--- src/rtl/baud_gen_frac_if.sv ---
`default_nettype none
// ============================================================================
// Module      : baud_gen_frac_if
// Description : Divisor configuration handshake between a host and the
//               fractional baud tick generator.
// Revision    : 1.0
// ============================================================================
interface baud_gen_frac_if #(
    parameter int DIV_W  = 16,
    parameter int FRAC_W = 4
);
    logic              cfg_valid;
    logic              cfg_ready;
    logic [DIV_W-1:0]  cfg_div_int;
    logic [FRAC_W-1:0] cfg_div_frac;
    logic              cfg_err;

    modport master (
        output cfg_valid, cfg_div_int, cfg_div_frac,
        input  cfg_ready, cfg_err
    );

    modport slave (
        input  cfg_valid, cfg_div_int, cfg_div_frac,
        output cfg_ready, cfg_err
    );
endinterface
`default_nettype wire

--- src/rtl/baud_gen_frac.sv ---
`default_nettype none
// ============================================================================
// Module      : baud_gen_frac
// Description : UART tick generator with two fractional-N divider chains
//               (RX oversample ticks, TX bit ticks) and a runtime divisor.
// Revision    : 1.0
// ============================================================================
module baud_gen_frac #(
    parameter int CLK_HZ     = 50_000_000,
    parameter int BAUD       = 115200,
    parameter int OVERSAMPLE = 16,
    parameter int DIV_W      = 16,
    parameter int FRAC_W     = 4
) (
    input  wire                            clk,
    input  wire                            reset,
    input  wire                            enable,
    baud_gen_frac_if.slave                 cfg,
    input  wire                            rx_resync,
    output logic                           rxclk_en,
    output logic [$clog2(OVERSAMPLE)-1:0]  rx_phase,
    output logic                           txclk_en
);

    localparam int                c_ph_w     = $clog2(OVERSAMPLE);
    localparam longint            c_def_d    = (longint'(CLK_HZ) << FRAC_W) /
                                               (longint'(BAUD) * longint'(OVERSAMPLE));
    localparam logic [DIV_W-1:0]  c_def_int  = DIV_W'(c_def_d >> FRAC_W);
    localparam logic [FRAC_W-1:0] c_def_frac = FRAC_W'(c_def_d);
    localparam logic [DIV_W-1:0]  c_min_int  = DIV_W'(2);

    generate
        if (OVERSAMPLE < 4 || (OVERSAMPLE & (OVERSAMPLE - 1)) != 0) begin : g_os_check
            $error("baud_gen_frac: OVERSAMPLE must be a power of two >= 4");
        end
    endgenerate

    // Active and pending divisor state
    logic [DIV_W-1:0]  r_div_int;
    logic [FRAC_W-1:0] r_div_frac;
    logic              r_pending;
    logic [DIV_W-1:0]  r_pend_int;
    logic [FRAC_W-1:0] r_pend_frac;
    logic              r_cfg_ready;
    logic              r_cfg_err;

    // Divider chains
    logic [DIV_W-1:0]  r_rx_cnt;
    logic [FRAC_W-1:0] r_rx_acc;
    logic [c_ph_w-1:0] r_rx_os;
    logic [DIV_W-1:0]  r_tx_cnt;
    logic [FRAC_W-1:0] r_tx_acc;
    logic [c_ph_w-1:0] r_tx_os;

    logic              w_accept;
    logic              w_clamp;
    logic              w_tx_sub;
    logic              w_tx_tick;
    logic              w_apply;
    logic              w_pending_nxt;
    logic [FRAC_W:0]   w_rx_sum;
    logic [FRAC_W:0]   w_tx_sum;
    logic [DIV_W-1:0]  w_rx_reload;
    logic [DIV_W-1:0]  w_tx_reload;
    logic [DIV_W-1:0]  w_resync_cnt;
    logic [DIV_W-1:0]  w_pend_cnt;

    assign w_accept      = cfg.cfg_valid && r_cfg_ready;
    assign w_clamp       = cfg.cfg_div_int < c_min_int;
    assign w_tx_sub      = (r_tx_cnt == '0);
    assign w_tx_tick     = w_tx_sub && (r_tx_os == '0);
    // Swap divisors only at a bit boundary so a TX bit never mixes two periods
    assign w_apply       = r_pending && (!enable || w_tx_tick);
    assign w_pending_nxt = w_accept ? 1'b1 : (w_apply ? 1'b0 : r_pending);

    assign w_rx_sum      = {1'b0, r_rx_acc} + {1'b0, r_div_frac};
    assign w_tx_sum      = {1'b0, r_tx_acc} + {1'b0, r_div_frac};
    assign w_rx_reload   = r_div_int - DIV_W'(1) + DIV_W'(w_rx_sum[FRAC_W]);
    assign w_tx_reload   = r_div_int - DIV_W'(1) + DIV_W'(w_tx_sum[FRAC_W]);
    assign w_resync_cnt  = (r_div_int >> 1) - DIV_W'(1);
    assign w_pend_cnt    = r_pend_int - DIV_W'(1);

    assign cfg.cfg_ready = r_cfg_ready;
    assign cfg.cfg_err   = r_cfg_err;

    always_ff @(posedge clk) begin
        if (reset) begin
            r_div_int   <= c_def_int;
            r_div_frac  <= c_def_frac;
            r_pending   <= 1'b0;
            r_pend_int  <= c_def_int;
            r_pend_frac <= c_def_frac;
            r_cfg_ready <= 1'b0;
            r_cfg_err   <= 1'b0;
        end else begin
            r_cfg_err <= 1'b0;
            if (w_apply) begin
                r_div_int  <= r_pend_int;
                r_div_frac <= r_pend_frac;
            end
            if (w_accept) begin
                r_pend_int  <= w_clamp ? c_min_int : cfg.cfg_div_int;
                r_pend_frac <= w_clamp ? '0 : cfg.cfg_div_frac;
                r_cfg_err   <= w_clamp;
            end
            r_pending   <= w_pending_nxt;
            r_cfg_ready <= !w_pending_nxt;
        end
    end

    // RX chain: apply beats resync, resync beats a coincident sub-tick
    always_ff @(posedge clk) begin
        if (reset || !enable) begin
            r_rx_cnt <= '0;
            r_rx_acc <= '0;
            r_rx_os  <= '0;
            rxclk_en <= 1'b0;
            rx_phase <= '0;
        end else if (w_apply) begin
            r_rx_cnt <= w_pend_cnt;
            r_rx_acc <= '0;
            r_rx_os  <= '0;
            rxclk_en <= 1'b0;
        end else if (rx_resync) begin
            r_rx_cnt <= w_resync_cnt;
            r_rx_acc <= '0;
            r_rx_os  <= '0;
            rxclk_en <= 1'b0;
        end else if (r_rx_cnt == '0) begin
            r_rx_cnt <= w_rx_reload;
            r_rx_acc <= w_rx_sum[FRAC_W-1:0];
            r_rx_os  <= r_rx_os + c_ph_w'(1);
            rxclk_en <= 1'b1;
            rx_phase <= r_rx_os;
        end else begin
            r_rx_cnt <= r_rx_cnt - DIV_W'(1);
            rxclk_en <= 1'b0;
        end
    end

    // TX chain: the apply edge still emits its tick, then reloads from the new divisor
    always_ff @(posedge clk) begin
        if (reset || !enable) begin
            r_tx_cnt <= '0;
            r_tx_acc <= '0;
            r_tx_os  <= '0;
            txclk_en <= 1'b0;
        end else if (w_tx_sub) begin
            r_tx_cnt <= w_apply ? w_pend_cnt : w_tx_reload;
            r_tx_acc <= w_apply ? '0 : w_tx_sum[FRAC_W-1:0];
            r_tx_os  <= r_tx_os + c_ph_w'(1);
            txclk_en <= (r_tx_os == '0);
        end else begin
            r_tx_cnt <= r_tx_cnt - DIV_W'(1);
            txclk_en <= 1'b0;
        end
    end

endmodule
`default_nettype wire
--- src/flat_wrapper.sv ---
// flat-port wrapper written by rule: the top's interface ports become plain ports
module baud_gen_frac_flat 
#(
    parameter int CLK_HZ     = 50_000_000,
    parameter int BAUD       = 115200,
    parameter int OVERSAMPLE = 16,
    parameter int DIV_W      = 16,
    parameter int FRAC_W     = 4
)
  (clk, reset, enable, rx_resync, rxclk_en, rx_phase, txclk_en, cfg_cfg_valid, cfg_cfg_div_int, cfg_cfg_div_frac, cfg_cfg_ready, cfg_cfg_err);
  baud_gen_frac_if #(.DIV_W(DIV_W), .FRAC_W(FRAC_W)) cfg_i ();
  input  wire clk;
  input  wire reset;
  input  wire enable;
  input  wire rx_resync;
  output logic rxclk_en;
  output logic [$clog2(OVERSAMPLE)-1:0] rx_phase;
  output logic txclk_en;
  input wire logic [$bits(cfg_i.cfg_valid)-1:0] cfg_cfg_valid;
  input wire logic [$bits(cfg_i.cfg_div_int)-1:0] cfg_cfg_div_int;
  input wire logic [$bits(cfg_i.cfg_div_frac)-1:0] cfg_cfg_div_frac;
  output wire logic [$bits(cfg_i.cfg_ready)-1:0] cfg_cfg_ready;
  output wire logic [$bits(cfg_i.cfg_err)-1:0] cfg_cfg_err;
  assign cfg_i.cfg_valid = cfg_cfg_valid;
  assign cfg_i.cfg_div_int = cfg_cfg_div_int;
  assign cfg_i.cfg_div_frac = cfg_cfg_div_frac;
  assign cfg_cfg_ready = cfg_i.cfg_ready;
  assign cfg_cfg_err = cfg_i.cfg_err;
  baud_gen_frac #(.CLK_HZ(CLK_HZ), .BAUD(BAUD), .OVERSAMPLE(OVERSAMPLE), .DIV_W(DIV_W), .FRAC_W(FRAC_W)) u_core (.clk(clk), .reset(reset), .enable(enable), .cfg(cfg_i), .rx_resync(rx_resync), .rxclk_en(rxclk_en), .rx_phase(rx_phase), .txclk_en(txclk_en));
endmodule
--- config.mk ---
export PLATFORM = sky130hd
export DESIGN_NAME = baud_gen_frac_flat
export DESIGN_NICKNAME = d
export VERILOG_FILES = /design/src/rtl/baud_gen_frac_if.sv /design/src/rtl/baud_gen_frac.sv /design/src/flat_wrapper.sv
export SDC_FILE = /design/constraint.sdc
export NUM_CORES = 1
export LEC_CHECK = 0
export CAP_MARGIN = 5
export CORE_MARGIN = 2
export CORE_UTILIZATION = 57
export CTS_CLUSTER_SIZE = 20
export DETAILED_ROUTE_END_ITERATION = 10
export PLACE_DENSITY = 0.76
export SETUP_SLACK_MARGIN = 0.5
export SLEW_MARGIN = 20
export SYNTH_ARGS = -nofsm -noshare
export SYNTH_HDL_FRONTEND = slang
export SYNTH_SLANG_ARGS = --single-unit
--- constraint.sdc ---
create_clock -name clk -period 6.27 [get_ports clk]
set_clock_uncertainty 0.05 [all_clocks]
set_input_delay 1.254 -clock clk [delete_from_list [all_inputs] [get_ports clk]]
set_output_delay 1.254 -clock clk [all_outputs]
set_load 0.02 [all_outputs]
-- Word level (Yosys, flattened, before mapping)
Cells that the tools add are included.
- output and inout bits: 8
- bits in registers: 97
- bits of input ports: 25
- logic and storage cells: 57
- bitwise logic cells: 4
- add/subtract/negate cells: 11
- reductions and logical operators: 14
- mux-type cells: 11
- order comparisons: 1
- operators by type and width (cell ; number):
    two-way mux 16 bit ; 6
    subtractor 16 x 1 -> 16 bit (second input constant) ; 4
    adder 16 x 1 -> 16 bit ; 2
    logical NOT 16 bit ; 2
    less-than comparator 16 x 2 -> 1 bit (second input constant) ; 1
    subtractor 15 x 1 -> 16 bit (second input constant) ; 1
    adder 4 x 4 -> 5 bit ; 2
    adder 4 x 1 -> 4 bit (second input constant) ; 2
    two-way mux 4 bit ; 2
    logical NOT 4 bit ; 1
    inverter 1 bit ; 4
    OR reduction 2 bit ; 2
    logical AND 1 bit ; 3
    two-way mux 1 bit ; 3
    AND reduction 3 bit ; 1
    OR reduction 3 bit ; 1
    logical NOT 1 bit ; 2
    logical OR 1 bit ; 2

-- Longest topological paths before layout
Gate-level depths: netlist (run 1).
- depth after elaboration: 7
- gate-level depth with buffers: 14
- mapped depth without buffers: 14

-- Worst setup path after synthesis (run 1)
No wires, ideal clock.
- path type: reg-to-reg
- start point: reg u_core.r_div_frac[0]
- end point: reg u_core.r_rx_cnt[8]
- required time: 6125 ps
- data arrival time: 2764 ps
- cell stages (with the launch flop): 15
- path slack: 3361 ps
- library setup time: 95 ps
- clock period less this slack: 2909 ps
- buffers on the path: 0
- path through: dfxtp_1 ha_1 inv_1 fa_1 nor2b_1 o21ai_0 nand2b_1 ha_1 ha_1 nand2_1 a2111oi_4 mux2i_1 xor2_1 or3_1 a221oi_1
- longest elaborated chain between the ends: 5
- RTL lines (element ; RTL line ; text):
    start: declaration ; baud_gen_frac.sv:40 ; logic [FRAC_W-1:0] r_div_frac;
    start signal: assignment ; baud_gen_frac.sv:89 ; r_div_frac <= c_def_frac;
    start signal: assignment ; baud_gen_frac.sv:99 ; r_div_frac <= r_pend_frac;
    adder 4 x 4 -> 5 bit ; baud_gen_frac.sv:76 ; assign w_rx_sum = {1'b0, r_rx_acc} + {1'b0, r_div_frac};
    adder 16 x 1 -> 16 bit ; baud_gen_frac.sv:78 ; assign w_rx_reload = r_div_int - DIV_W'(1) + DIV_W'(w_rx_sum[FRAC_W]);
    two-way mux 16 bit ; baud_gen_frac.sv:129 ; end else if (r_rx_cnt == '0) begin
    two-way mux 16 bit ; baud_gen_frac.sv:124 ; end else if (rx_resync) begin
    two-way mux 16 bit ; baud_gen_frac.sv:119 ; end else if (w_apply) begin
    end signal: assignment ; baud_gen_frac.sv:120 ; r_rx_cnt <= w_pend_cnt;
    end signal: assignment ; baud_gen_frac.sv:125 ; r_rx_cnt <= w_resync_cnt;
    end signal: assignment ; baud_gen_frac.sv:130 ; r_rx_cnt <= w_rx_reload;
    end: declaration ; baud_gen_frac.sv:48 ; logic [DIV_W-1:0] r_rx_cnt;
Every way passes these cells.
A chain may end at the register's enable or synchronous reset.

-- Final worst setup path (run 1)
- start point: reg u_core.r_div_int[2]
- end point: reg u_core.r_tx_cnt[13]
- longest elaborated chain between the ends: 4
- RTL lines (element ; RTL line ; text):
    start: declaration ; baud_gen_frac.sv:39 ; logic [DIV_W-1:0] r_div_int;
    start signal: assignment ; baud_gen_frac.sv:88 ; r_div_int <= c_def_int;
    start signal: assignment ; baud_gen_frac.sv:98 ; r_div_int <= r_pend_int;
    subtractor 16 x 1 -> 16 bit ; baud_gen_frac.sv:79 ; assign w_tx_reload = r_div_int - DIV_W'(1) + DIV_W'(w_tx_sum[FRAC_W]);
    adder 16 x 1 -> 16 bit ; baud_gen_frac.sv:79 ;
    two-way mux 16 bit ; baud_gen_frac.sv:149 ; r_tx_cnt <= w_apply ? w_pend_cnt : w_tx_reload;
    two-way mux 16 bit ; baud_gen_frac.sv:148 ; end else if (w_tx_sub) begin
    end signal: assignment ; baud_gen_frac.sv:149 ;
    end signal: assignment ; baud_gen_frac.sv:154 ; r_tx_cnt <= r_tx_cnt - DIV_W'(1);
    end: declaration ; baud_gen_frac.sv:51 ; logic [DIV_W-1:0] r_tx_cnt;
Every way passes these cells.

==> results_tabular.tex, run 1 <==
\begin{tabular}{lr}
\hline
Metric & Value \\
\hline
\multicolumn{2}{l}{\textbf{Global route}} \\
\quad Wire length of the first global-routing pass & $\sim$26000 µm \\
\quad Number of global-route vias before repair & a little over 5000 \\
\quad Antenna violations before repair & 0 \\
\quad Overflow left after global routing & 0 \\
\quad Maximum number of pins on one net before global-route repair & between 50 and 60 \\
\quad All-layer global routing usage & roughly 28\% \\
\multicolumn{2}{l}{\textbf{Outcome}} \\
\quad Status & complete, no violations \\
\multicolumn{2}{l}{\textbf{Logic synthesis}} \\
\quad Number of synthesized flops with an enable pin & 0 \\
\quad Post-Syn Area per Cell & between 7 and 8 µm² \\
\quad Cell count after synthesis & 797 \\
\quad Ys async rst share & 0\% \\
\quad Sequential-to-total area share from yosys stat & 31.42\% \\
\quad Synthesized Nets & $\sim$850 \\
\quad Count of warnings emitted by yosys & 0 \\
\quad Primary flip-flop cell chosen by synthesis mapping & dfxtp\_1 \\
\quad Post-Synthesis Cell Area & 6180 µm² \\
\quad Flip-flop and latch count after synthesis & 97 \\
\quad Netlist cell types & 65 \\
\multicolumn{2}{l}{\textbf{Worst setup path}} \\
\quad Capture point of the worst reg-to-reg path & u\_core.r\_tx\_cnt[13] \\
\quad Worst reg2reg startpoint & u\_core.r\_div\_int[2] \\
\quad Setup slack of the most critical reg-to-reg path & 2.88 ns \\
\quad Critical path endpoint & u\_core.r\_tx\_cnt[13] \\
\quad Arrival time of the worst setup path & between 3 and 4 ns \\
\quad CP Launch Point & u\_core.r\_div\_int[2] \\
\quad Capturing element type of the critical path & flip-flop \\
\quad Classification of the worst setup path & flip-flop to flip-flop \\
\quad CP startpoint kind & flip-flop \\
\quad Critical path fanouts, max & 7 \\
\quad Worst Path Required & between 6 and 7 ns \\
\quad Worst Reg2Reg Path Length in Cells & 9 \\
\multicolumn{2}{l}{\textbf{Run}} \\
\quad Count of maximum capacitance violations & 0 \\
\multicolumn{2}{l}{\textbf{Clock network}} \\
\quad Maximum root-to-sink buffer count & 2 \\
\quad Clock-pin transition on the worst setup and hold timing paths & $\sim$0.1 ns \\
\quad CTS tree & yes \\
\quad Clock latency at the later pin of the worst-skew pair & approximately 0.38 ns \\
\quad Buffer cell driving the clock tree root & clkbuf\_8 \\
\quad Post-CTS repair timing setup buffer count & 0 \\
\quad Sinks on Clock Net & 97 \\
\quad CTS HTree Levels & 3 \\
\quad Number of buffers inserted by hold repair at cts & 0 \\
\quad Total CTS buffers & 9 \\
\quad Post-CTS sizing & 0 \\
\multicolumn{2}{l}{\textbf{Power and ir drop}} \\
\quad Static Leakage & between 2 and 2.5 nW \\
\quad Peak supply drop & roughly 0.00026 V \\
\quad Tot Pwr & 2.248 mW \\
\quad Power density normalized to cell area & 334.7 nW/µm² \\
\multicolumn{2}{l}{\textbf{Die}} \\
\quad Die boundary width & around 110 µm \\
\quad Initial Utilization & between 50 and 60\% \\
\quad Total Die Area & between 10000 and 15000 µm² \\
\quad Die Y-Extent & approximately 110 µm \\
\quad I/O pin total & 33 \\
\quad Total number of placement rows & 38 \\
\quad Core box area & around 11000 µm² \\
\multicolumn{2}{l}{\textbf{Route}} \\
\quad First-pass iteration count of the detailed router & 5 \\
\quad DRC violations left & 0 \\
\quad Number of violations reported at the end of detailed-routing iteration 0 & 368 \\
\quad Count of antenna-violating nets left after detailed routing & 0 \\
\quad Average wire per cell in the routed design & about 17 µm \\
\quad Total number of vias & 5566 \\
\quad Ratio of routed vias to standard cells & 5.928 \\
\quad Post-Route WL & roughly 16000 µm \\
\multicolumn{2}{l}{\textbf{Timing}} \\
\quad Relative slew slack & 30.53\% \\
\quad Pins over their slew limit & 0 \\
\quad Unrepaired setup endpoints after global routing & false \\
\quad Setup-violating endpoint count in the final report & 0 \\
\quad Final total negative setup slack & 0 ns \\
\quad Worst-Margin Slew & approximately 1.0 ns \\
\quad Fin crit period & between 3 and 4 ns \\
\quad Highest Clock Rate & 0.2946 GHz \\
\quad Number of hold violations in the final report & 0 \\
\quad Fin crit share & a little over half \\
\multicolumn{2}{l}{\textbf{Placement}} \\
\quad Final weighted congestion in routability-driven placement & a little under 1 \\
\quad HPWL reported at the end of detailed placement & 11830 µm \\
\quad Cell count after placement & between 900 and 1000 \\
\quad Count of buffers from port buffering & 32 \\
\multicolumn{2}{l}{\textbf{Layout}} \\
\quad Post-Route Utilization & between 60\% and 70\% \\
\quad Number of fillers in the final layout & between 900 and 1000 \\
\quad Cell Count, Final, Fillers Out & about 940 \\
\quad Nets@finish & between 800 and 900 \\
\quad Ratio of cells with drive above 1 in the final layout & approximately 5\% \\
\quad Count of antenna diodes in the layout & 0 \\
\quad Synthesis-to-layout area growth & 8.686\% \\
\multicolumn{2}{l}{\textbf{Hold path}} \\
\quad Kind of path behind the tightest hold check & flip-flop to flip-flop \\
\hline
\end{tabular}
## metrics by stage
step | worst slack [ns] | area (µm²) | hold WS [ns]
2_1_floorplan | 3.361 | 6180 | 0.3821
3_3_place_gp | 2.822 | 6514 | 0.3945
3_5_place_dp | 2.744 | 6514 | 0.4000
4_1_cts | 2.866 | 6709 | 0.4158
5_1_grt | 2.601 | 6716 | 0.4294
6_report | 2.875 | 6716 | 0.4122
## area by class of cell
type,instances,area [µm²],share of cell area [%]
inverters,23,86.33,1.285
clock inverters,6,57.56,0.8569
flip-flops and latches,97,1942,28.91
multi-input cells,625,3953,58.85
repair buffers,38,365.4,5.440
clock buffers,10,137.6,2.049
well taps,140,175.2,2.608
## metal layers
layer  track usage, %  vias up  share of wire, %
met5                0        -                 0
met4            8.242        0               1.5
met3            2.893       20               6.2
met2            45.82      187                46
met1            39.26     2569                46
li1                 -     2790                 -
## placed cells by master, fill, tap and decap left out, types with 8 or more instances in the layout
master and count:
nand2_1 133, dfxtp_1 97, nor2_1 63, a21oi_1 62
xnor2_1 46, xor2_1 36, nand3_1 33, clkdlybuf4s50_1 32
nor3_1 26, inv_1 23, o21ai_0 23, ha_1 21
nor4_1 19, a211oi_1 14, a31oi_1 13, mux2i_1 10
clkbuf_8 10, o211ai_1 9, nand4_1 8, and3_1 8
or3_1 8
## Yosys cell counts (all sizes together), types with 6 or more instances
library cell / n / area [µm²]
a211oi: 14 / 105.1
a21o: 7 / 52.55
a21oi: 62 / 310.3
a31oi: 13 / 81.33
and2: 7 / 43.80
and3: 8 / 50.05
buf: 6 / 33.78
clkbuf: 46 / 172.7
dfxtp: 97 / 1942
ha: 21 / 262.8
inv: 23 / 86.33
mux2i: 10 / 100.1
nand2: 133 / 499.2
nand3: 33 / 165.2
nand4: 9 / 71.32
nor2: 63 / 236.5
nor3: 26 / 130.1
nor4: 20 / 140.1
o211ai: 9 / 67.56
o21ai: 28 / 140.1
or3: 8 / 50.05
or4: 7 / 52.55
xnor2: 49 / 455.4
xor2: 37 / 331.6
## where the power goes
group          internal (mW)  switching [mW]
Combinational          0.386           0.675
Sequential             0.698          0.0855
Clock                  0.165           0.239
Total                   1.25           0.999
## how the worst min path moves through the flow
stage,startpoint,end,slack (ns),cells past startpoint
after floorplan,u_core.r_pend_frac[0],u_core.r_div_frac[0],0.38,2
after global placement,u_core.r_tx_acc[2],u_core.r_tx_acc[2],0.39,2
after CTS,u_core.r_pend_frac[2],u_core.r_div_frac[2],0.42,2
after global routing,u_core.r_pend_frac[2],u_core.r_div_frac[2],0.43,2
final,u_core.r_pend_frac[2],u_core.r_div_frac[2],0.41,2
after detailed placement,u_core.r_pend_frac[2],u_core.r_div_frac[2],0.40,2
## sequential cells by signal (all words and copies together), names as in the netlist, 16 cells and up
name,flops
u_core.r_div_int,16
u_core.r_pend_int,16
u_core.r_rx_cnt,16
u_core.r_tx_cnt,16
## kinds of logic after synthesis
family	after synthesis	synth area share, %
flops	97	31.42
fa+ha+maj	23	4.900
simple gates	343	27.29
xor+xnor	86	12.74
buf+inv	75	4.738
compound gates	162	17.11
mux	11	1.802
## critical path: stages, from the launching register on
cell	delay [ns]
dfxtp_1	0.41
inv_1	0.14
ha_1	0.24
nor4b_4	0.39
nand2_1	0.33
a2111oi_2	0.73
o21ai_1	0.25
or3_1	0.39
a31oi_1	0.26
a21oi_1	0.10
Power figures use the tool's default switching activity.
==> inputs of run 2 (changes only) <==
--- a/config.mk
+++ b/config.mk
@@ -7,10 +7,10 @@
 export LEC_CHECK = 0
 export CAP_MARGIN = 5
 export CORE_MARGIN = 2
-export CORE_UTILIZATION = 57
+export CORE_UTILIZATION = 55
 export CTS_CLUSTER_SIZE = 20
 export DETAILED_ROUTE_END_ITERATION = 10
-export PLACE_DENSITY = 0.76
+export PLACE_DENSITY = 0.77
 export SETUP_SLACK_MARGIN = 0.5
 export SLEW_MARGIN = 20
 export SYNTH_ARGS = -nofsm -noshare
==> constraint.sdc (replaced) <==
create_clock -name clk -period 2.7 [get_ports clk]
set_clock_uncertainty 0.05 [all_clocks]
set_input_delay 0.54 -clock clk [delete_from_list [all_inputs] [get_ports clk]]
set_output_delay 0.54 -clock clk [all_outputs]
set_load 0.02 [all_outputs]
==> run 2 against run 1 <==
  * The run now ends with negative setup slack left
  * Sequential cell count did not move
  * Non-clock buffer count increased by 116
  * Global-route usage rose by 5.3 points
  * Sequential share of layout area is 5.2 points lower
  * Die area rose by 3.5%
  * Design area grew 23%
  * Critical endpoint is now u_core.r_tx_cnt[8]
==> results_tabular.tex, run 2 (synthesis results as in run 1) <==
\begin{tabular}{lr}
\hline
Metric & Value \\
\hline
\multicolumn{2}{l}{\textbf{Timing}} \\
\quad WHS & 0.4218 ns (was 0.4122 ns) \\
\quad Unrepaired setup endpoints after global routing & true (was false) \\
\quad Fin crit share & 107.5\% (was 54.14\%) \\
\quad Post-route setup slack & -0.2027 ns (was 2.875 ns) \\
\quad Worst-Margin Slew & 0.9497 ns (was 1.038 ns) \\
\quad Pins over their slew limit & 0 (unchanged) \\
\quad Setup-violating endpoint count in the final report & 21 (was 0) \\
\quad Number of hold violations in the final report & 0 (unchanged) \\
\quad Final total negative setup slack & -1.959 ns (was 0 ns) \\
\quad Fin crit period & 2.903 ns (was 3.395 ns) \\
\quad Relative slew slack & 36.45\% (was 30.53\%) \\
\quad Highest Clock Rate & 0.3445 GHz (was 0.2946 GHz) \\
\multicolumn{2}{l}{\textbf{Layout}} \\
\quad Commonest cells after routing, fill and taps aside & nand2\_1 (129), buf\_4 (109), dfxtp\_1 (86) (was nand2\_1 (133), dfxtp\_1 (97), nor2\_1 (63)) \\
\quad Ratio of cells with drive above 1 in the final layout & 26.45\% (was 5.006\%) \\
\quad Count of antenna diodes in the layout & 0 (unchanged) \\
\quad Leading cell type in the layout, fill and taps excluded & nand2\_1 (unchanged) \\
\quad Synthesis-to-layout area growth & 33.93\% (was 8.686\%) \\
\quad Nets@finish & 958 (was 842) \\
\quad Cell Count, Final, Fillers Out & 1055 (was 939) \\
\multicolumn{2}{l}{\textbf{Global route}} \\
\quad All-layer global routing usage & 33.33\% (was 28.05\%) \\
\quad Met3 capacity usage during global routing & 6.584\% (was 2.893\%) \\
\quad Antenna violations before repair & 0 (unchanged) \\
\quad Wire length of the first global-routing pass & 30500 µm (was 25910 µm) \\
\quad Maximum number of pins on one net before global-route repair & 35 (was 59) \\
\quad Number of global-route vias before repair & 5993 (was 5142) \\
\quad Overflow left after global routing & 0 (unchanged) \\
\quad M1 GR Usage & 42.99\% (was 39.26\%) \\
\quad Top Usage Layer GRT & met2 (unchanged) \\
\quad Met2 Resource Use GR & 54.08\% (was 45.82\%) \\
\multicolumn{2}{l}{\textbf{Clock network}} \\
\quad Total CTS buffers & 9 (unchanged) \\
\quad Clock latency at the later pin of the worst-skew pair & 0.40 ns (was 0.38 ns) \\
\quad Number of buffers inserted by hold repair at cts & 0 (unchanged) \\
\quad CTS HTree Levels & 3 (unchanged) \\
\quad CTS tree & yes (unchanged) \\
\quad Sinks on Clock Net & 97 (unchanged) \\
\quad Clock-pin transition on the worst setup and hold timing paths & 0.11 ns (was 0.10 ns) \\
\quad Buffer cell driving the clock tree root & clkbuf\_8 (unchanged) \\
\quad Maximum root-to-sink buffer count & 2 (unchanged) \\
\multicolumn{2}{l}{\textbf{Route}} \\
\quad DRC violations left & 0 (unchanged) \\
\quad First-pass iteration count of the detailed router & 7 (was 5) \\
\quad Count of antenna-violating nets left after detailed routing & 0 (unchanged) \\
\quad Ratio of routed vias to standard cells & 6.156 (was 5.928) \\
\quad Post-Route WL & 21080 µm (was 15740 µm) \\
\quad Average wire per cell in the routed design & 19.98 µm (was 16.76 µm) \\
\quad Number of violations reported at the end of detailed-routing iteration 0 & 527 (was 368) \\
\quad Total number of vias & 6495 (was 5566) \\
\multicolumn{2}{l}{\textbf{Outcome}} \\
\quad Status & finished, violations left (was complete, no violations) \\
\quad Violations in the final reports & negative setup slack \\
\multicolumn{2}{l}{\textbf{Worst setup path}} \\
\quad Capturing element type of the critical path & flip-flop (unchanged) \\
\quad Classification of the worst setup path & flip-flop to flip-flop (unchanged) \\
\quad CP startpoint kind & flip-flop (unchanged) \\
\quad Critical path fanouts, max & 4 (was 7) \\
\quad Worst Path Required & 2.95 ns (was 6.49 ns) \\
\quad Setup slack of the most critical reg-to-reg path & -0.20 ns (was 2.88 ns) \\
\quad Arrival time of the worst setup path & 3.15 ns (was 3.61 ns) \\
\multicolumn{2}{l}{\textbf{Die}} \\
\quad Core box area & 10890 µm² (was 10700 µm²) \\
\quad Total Die Area & 12100 µm² (was 11690 µm²) \\
\quad Die Y-Extent & 110 µm (was 108.1 µm) \\
\quad Initial Utilization & 56.76\% (was 57.77\%) \\
\quad Die boundary width & 110 µm (was 108.1 µm) \\
\quad Total number of placement rows & 38 (unchanged) \\
\quad I/O pin total & 33 (unchanged) \\
\multicolumn{2}{l}{\textbf{Power and ir drop}} \\
\quad Power density normalized to cell area & 740.0 nW/µm² (was 334.7 nW/µm²) \\
\quad Static Leakage & 3.207 nW (was 2.459 nW) \\
\quad Peak supply drop & 0.0009465 V (was 0.0002634 V) \\
\multicolumn{2}{l}{\textbf{Placement}} \\
\quad Cell count after placement & 1020 (was 923) \\
\quad Final weighted congestion in routability-driven placement & 0.9784 (was 0.9904) \\
\quad HPWL reported at the end of detailed placement & 14810 µm (was 11830 µm) \\
\quad Count of buffers from port buffering & 32 (unchanged) \\
\multicolumn{2}{l}{\textbf{Run}} \\
\quad Count of maximum capacitance violations & 0 (unchanged) \\
\multicolumn{2}{l}{\textbf{Hold path}} \\
\quad Kind of path behind the tightest hold check & flip-flop to flip-flop (unchanged) \\
\hline
\end{tabular}
run 2: cell types whose count changed in the layout (fill, tap and decap cells not counted), sizes merged:
cell      change
inv           -1
clkbuf        +1
buf         +115
clkinvlp      +1
clkinv        -1
bufinv        +1
run 2: stage by stage:
step           worst slack [ns]  power, mW  cell area [µm²]  utilization (%)
6_report                -0.2027      6.125             8277            76.02
5_1_grt                 -0.2841      6.410             8277            76.02
4_1_cts                 -0.1374      5.764             7970            73.20
3_5_place_dp            -0.2604      4.558             7430            68.24
3_3_place_gp            -0.2069      4.483             7430            68.24
2_1_floorplan           -0.1554      3.643             6361                -
run 2: critical path, cell delays in order, from the launching register on:
cell and delay [ns]:
dfxtp_4 0.37, buf_4 0.13, buf_6 0.11, ha_4 0.16, fa_2 0.35, a21o_1 0.19, a21o_1 0.19, ha_4 0.19
ha_4 0.17, nand2_4 0.07, a2111oi_4 0.05, buf_4 0.19, mux2i_1 0.13, o21ai_2 0.19, mux2i_1 0.22, nor2_1 0.06
run 2: where the power goes:
part | internal, mW | leakage, nW | switching (mW)
clock network | 0.475 | 0.108 | 0.608
logic | 1.39 | 2.31 | 1.79
registers | 1.63 | 0.793 | 0.228
run 2: final cells by class:
cell class | instances | area [µm²]
multi-input cells | 625 | 4494
fillers | 793 | 2611
flip-flops and latches | 97 | 1961
repair buffers | 154 | 1338
well taps | 140 | 175.2
clock buffers | 10 | 137.6
inverters | 23 | 88.84
clock inverters | 6 | 82.58
run 2: path summary, 6_finish.rpt:
| path | from | endpoint | cells past startpoint |
|---|---|---|---|
| hold reg to reg | u_core.r_pend_frac[2] | u_core.r_div_frac[2] | 2 |
| setup / recovery | u_core.r_div_frac[0] | u_core.r_tx_cnt[8] | 15 |
| hold / removal | u_core.r_pend_frac[2] | u_core.r_div_frac[2] | 2 |
| setup reg to reg | u_core.r_div_frac[0] | u_core.r_tx_cnt[8] | 15 |
run 2: metal layers:
layer / up-vias / part of all wire [%]
li1: 3016 / -
met1: 3058 / 40
met2: 333 / 47
met3: 88 / 8.0
met4: 0 / 4.4
met5: - / 0
run 2: timing repair:
item,4_1_cts,5_1_grt
setup endpoints to repair,57,57
buffers inserted,9,9
cloned,0,1
resized for setup,60,45
pin swaps,33,42
